$ cat src/rtl/ram_ctrl.sv
// Command-driven initiator for the 8x16 RAM: single/burst read and write
// commands over valid/ready, streaming data with backpressure and wrapping addresses.
module ram_ctrl #(
  parameter int DW = 16,
  parameter int AW = 3
) (
  input  logic          clk,
  input  logic          rst_n,
  input  logic          cmd_valid,
  output logic          cmd_ready,
  input  logic          cmd_wr,
  input  logic [AW-1:0] cmd_addr,
  input  logic [AW-1:0] cmd_len,
  input  logic          wr_valid,
  output logic          wr_ready,
  input  logic [DW-1:0] wr_data,
  output logic          rd_valid,
  input  logic          rd_ready,
  output logic [DW-1:0] rd_data,
  output logic          busy,
  output logic [AW-1:0] ram_a,
  output logic [DW-1:0] ram_d,
  output logic          ram_en,
  input  logic [DW-1:0] ram_q
);

  typedef enum logic [1:0] {
    IDLE  = 2'd0,
    WR    = 2'd1,
    RD    = 2'd2,
    RDOUT = 2'd3
  } state_t;

  state_t        state_q, state_d;
  logic [AW-1:0] ptr_q, ptr_d;
  logic [AW-1:0] cnt_q, cnt_d;
  logic [DW-1:0] rd_data_q, rd_data_d;

  // Next-state and datapath update for the burst sequencer
  always_comb begin
    state_d   = state_q;
    ptr_d     = ptr_q;
    cnt_d     = cnt_q;
    rd_data_d = rd_data_q;
    case (state_q)
      IDLE: begin
        if (cmd_valid) begin
          ptr_d   = cmd_addr;
          cnt_d   = cmd_len;
          state_d = cmd_wr ? WR : RD;
        end else begin
          state_d = IDLE;
        end
      end
      WR: begin
        if (wr_valid) begin
          ptr_d = ptr_q + AW'(1);
          if (cnt_q == {AW{1'b0}}) begin
            state_d = IDLE;
          end else begin
            cnt_d = cnt_q - AW'(1);
          end
        end else begin
          state_d = WR;
        end
      end
      RD: begin
        // The RAM read port is combinational, so capture it the same cycle
        rd_data_d = ram_q;
        state_d   = RDOUT;
      end
      RDOUT: begin
        if (rd_ready) begin
          ptr_d = ptr_q + AW'(1);
          if (cnt_q == {AW{1'b0}}) begin
            state_d = IDLE;
          end else begin
            cnt_d   = cnt_q - AW'(1);
            state_d = RD;
          end
        end else begin
          state_d = RDOUT;
        end
      end
      default: begin
        state_d = IDLE;
      end
    endcase
  end

  // State registers with asynchronous reset
  always_ff @(posedge clk or negedge rst_n) begin
    if (!rst_n) begin
      state_q   <= IDLE;
      ptr_q     <= {AW{1'b0}};
      cnt_q     <= {AW{1'b0}};
      rd_data_q <= {DW{1'b0}};
    end else begin
      state_q   <= state_d;
      ptr_q     <= ptr_d;
      cnt_q     <= cnt_d;
      rd_data_q <= rd_data_d;
    end
  end

  // Handshake and RAM-side outputs decoded from the registered state
  always_comb begin
    cmd_ready = (state_q == IDLE);
    busy      = (state_q != IDLE);
    wr_ready  = (state_q == WR);
    rd_valid  = (state_q == RDOUT);
    ram_a     = ptr_q;
    if (state_q == WR) begin
      ram_en = wr_valid;
      ram_d  = wr_data;
    end else begin
      ram_en = 1'b0;
      ram_d  = {DW{1'b0}};
    end
  end

  assign rd_data = rd_data_q;

endmodule

$ cat config.mk
export PLATFORM = sky130hd
export DESIGN_NAME = ram_ctrl
export DESIGN_NICKNAME = d
export VERILOG_FILES = /design/src/rtl/ram_ctrl.sv
export SDC_FILE = /design/constraint.sdc
export NUM_CORES = 1
export LEC_CHECK = 0
export CORE_MARGIN = 4
export CORE_UTILIZATION = 40
export CTS_BUF_LIST = sky130_fd_sc_hd__clkbuf_8
export DETAILED_ROUTE_END_ITERATION = 8
export PLACE_DENSITY = 0.93
export SYNTH_ARGS = -nofsm -noshare
export SYNTH_HDL_FRONTEND = slang
export SYNTH_SLANG_ARGS = --single-unit
$ cat constraint.sdc
create_clock -name clk -period 2.4 [get_ports clk]
set_clock_uncertainty 0.05 [all_clocks]
set_input_delay 0.48 -clock clk [delete_from_list [all_inputs] [get_ports clk]]
set_output_delay 0.48 -clock clk [all_outputs]
set_load 0.005 [all_outputs]
==> impl_summary.md <==
Placed design
The setup slack at placement is 0.198 ns. The number of buffers inserted by port buffering is 83. The HPWL after detailed placement is 2.98 mm. At the end of routability-driven placement, the weighted congestion stood at 0.718. The cell count after placement is 240.

Floorplan
The effective utilization at floorplan is 41.9%. The die is 64.5 um tall. The floorplan has 20 rows. The die width is 64.5 um. The boundary pin count is 84. The area of the placeable core is 3050 um^2. The die covers 4170 um^2.

Power
Summed over all nets, the switching power comes to 0.000804 W. The power density normalized to cell area is 1130 nW/um^2. The worst ir drop on vdd is 0.653 mV. The part of the power in combinational logic is 59.0%. The static leakage power is 0.925 nW.

Per report_power, the sequential group accounts for 30.6% of the total. The relative contribution of the clock network to total power is 10.4%. The internal power consumption is 0.00171 W. The switching fraction of total power is 32.0%.

Final layout
The number of diodes is 0. The count of filler cells inserted in the layout is 251. The share of final-layout standard cells stronger than drive strength 1 is 15.5%. The commonest non-fill, non-tap cell in the layout is clkdlybuf4s50_1. From synthesis to final layout, the design area changed by 73.4%. After the last flow step, the layout net total stands at 248. The non-filler instance count after layout is 244. The library cells used most frequently in the layout, excluding fill and tap cells, are 83 x clkdlybuf4s50_1, 22 x dfrtp_1, 18 x and2_1, 17 x mux2_2.

Routing
The first routing iteration left 16 violations. The detail-routed net length per standard cell is 14.4 um. The count of nets left with antenna violations once routing finished came out at 0. The detailed router placed 1188 vias in this run. The number of remaining DRC errors is 0. The first detailed-routing pass took 4 iterations. The total routed wirelength is 3.52 mm.

The via density per instance is 4.87.

Setup path
In this run the worst setup path begins at state_q[1]. Data on the critical path arrives at its endpoint at 1.72 ns. Together, buffers and inverters on the worst path number 2. For this design, the slowest cell found on the critical path is clkdlybuf4s50_1. STA classifies the critical path startpoint as a flip-flop.

The critical path goes through nor2b_1 > buf_4 > and2_1 > clkdlybuf4s50_1. The critical path is of the flip-flop to output pin type. Among cell families on the critical path, the largest total delay comes from buffers and inverters. The maximum fanout encountered on the critical timing path is 18.

The required time of the worst setup path is 1.87 ns. On the worst path, the slowest cell contributes a delay of 0.51 ns. The reg-to-reg startpoint is state_q[0]. The worst setup path is captured at an output pin.

CTS
The TritonCTS clock tree is yes. The cts-stage hold buffer count is 0. The clock network latency to the later pin of the worst-skew pair is 0.25 ns. The level count of the clock H-tree is 1. The buffer depth of the longest clock path is 2.

TritonCTS created 3 clock buffers. The tree is rooted in a clkbuf_8. Buffers added to address setup during post-CTS repair amount to 0. The clock-pin slew on the worst setup and hold paths is 0.08 ns. The tree built by TritonCTS fans out to 24 sinks.

Synth
The post-synthesis average cell area is 11.2 um^2. When the netlist entered floorplanning its net count stood at 161. The synthesized netlist contains 30 unique library cells.

The synthesized area is 1280 um^2. The register area share after synthesis is 47.0%. Synthesis produced a netlist whose cell count is 114. The number of storage elements in the synthesis netlist is 24.

Yosys printed 0 warnings.

Global routing
The layer flagged by global routing as most heavily used is met2. The number of global-route vias before repair is 1293. Entering global routing, the biggest net connects 25 pins. The fraction of met3 tracks used by global routing is 6.24%. The met2 track utilization from global routing is 33.0%. The met1 global-route usage is 17.3%. The first-pass GRT wire length is 5.71 mm. The number of antenna violations at the first check in global routing was 0. The sum of overflow across all layers after global routing is 0.

The total global-route track usage is 17.2%.

Timing
The final critical-path setup slack is 0.152 ns. The post-route fraction of the period consumed by the critical path is 93.7%. Setup repair after global routing left no endpoint under its margin. The total negative setup slack is 0 ns.

Setup violations remaining at the end of the flow were counted as 0. The worst pin sits at a relative slew slack of 79.3%. The routed design could run at a clock period as short as 2.25 ns.

Derived from the worst setup path, the maximum achievable clock frequency is 445 MHz. The max-slew violation total from the final report came to 0. The hold violation count in the final report is 0. The transition time at the pin with the least slew margin is 0.310 ns.

Outcome
The flow ran to the end, and the final reports show no timing, DRC or antenna violations.

Flow run
The max-cap check violation count is 0.

Worst hold path
The startpoint identified for the worst hold timing path is rd_data[1]. The tightest min-delay check is of the flip-flop to flip-flop type.
-- power groups by stage --
stage	clock network (W)	logic [W]	registers, W
2_1_floorplan	0	0.000741	0.000739
3_3_place_gp	0	0.00144	0.000757
3_5_place_dp	0	0.00150	0.000777
5_1_grt	0.000293	0.00162	0.000803
6_report	0.000261	0.00148	0.000771
4_1_cts	0.000272	0.00151	0.000771
-- sequential cells by signal, indices dropped and copies added, names as in the netlist --
name     cells
cnt_q        3
ram_a        3
rd_data     16
state_q      2
-- worst paths after layout --
| path | endpoint | slack, ns | depth (start not counted) |
|---|---|---|---|
| max in group asynchronous | state_q[0] | 1.51 | 2 |
| hold reg to reg | rd_data[1] | 0.46 | 1 |
| setup / recovery | ram_d[6] | 0.15 | 4 |
| setup reg to reg | cnt_q[1] | 0.58 | 5 |
| min in group asynchronous | rd_data[7] | 0.54 | 2 |
| hold / removal | rd_data[1] | 0.46 | 1 |
-- cells in the mapped netlist, drive strengths merged --
master | number | area [um^2]
a21oi | 3 | 26.3
a221o | 1 | 10.0
a221oi | 2 | 17.5
a31oi | 2 | 12.5
and2 | 18 | 113
and2b | 1 | 7.51
and3 | 2 | 12.5
buf | 4 | 31.3
clkbuf | 1 | 3.75
dfrtp | 24 | 601
ha | 3 | 37.5
inv | 6 | 22.5
mux2 | 18 | 206
mux2i | 4 | 40.0
nand2 | 6 | 22.5
nand3 | 2 | 10.0
nand3b | 1 | 7.51
nand4b | 1 | 8.76
nor2 | 4 | 17.5
nor2b | 3 | 18.8
nor3 | 2 | 10.0
nor3b | 1 | 7.51
o211ai | 1 | 7.51
o21ai | 3 | 15.0
o31ai | 1 | 12.5
-- per-layer routing --
| metal | up-vias | routed length (um) | share of wire (%) |
|---|---|---|---|
| met1 | 556 | 1300 | 37 |
| met5 | - | 0 | 0 |
| met3 | 2 | 396 | 11 |
| met2 | 66 | 1810 | 52 |
| li1 | 564 | - | - |
| met4 | 0 | 13 | 0.37 |
-- area by class of cell --
cell class | count | area [um^2] | share of cell area (%)
tap | 44 | 55.1 | 2.48
inverter | 6 | 22.5 | 1.02
sequential | 24 | 603 | 27.2
multi-input combinational | 79 | 621 | 28.0
timing repair buffer | 87 | 861 | 38.8
clock buffer | 4 | 55.1 | 2.48
-- cells by family after synthesis --
family / share of synthesized area [%]
AND/OR/NAND/NOR: 18.4
flip-flops: 47.0
multiplexers: 19.3
AO/OA/AOI/OAI: 7.93
buffers and inverters: 4.50
adder cells (fa/ha/maj): 2.94
-- per-stage QoR --
step	hold slack, ns	total power [W]	cell area (um^2)	util [%]
3_5_place_dp	0.449	0.00228	2160	70.7
4_1_cts	0.469	0.00255	2210	72.5
2_1_floorplan	0.134	0.00148	1280	-
6_report	0.462	0.00252	2220	72.6
5_1_grt	0.487	0.00272	2220	72.6
3_3_place_gp	0.439	0.00220	2160	70.7
-- repair_timing --
item                                   CTS  global route
resized for setup                        0             2
setup endpoints to repair                0             6
endpoints found under the hold margin    0             0
Note: power is estimated with default switching activity, not from simulation.
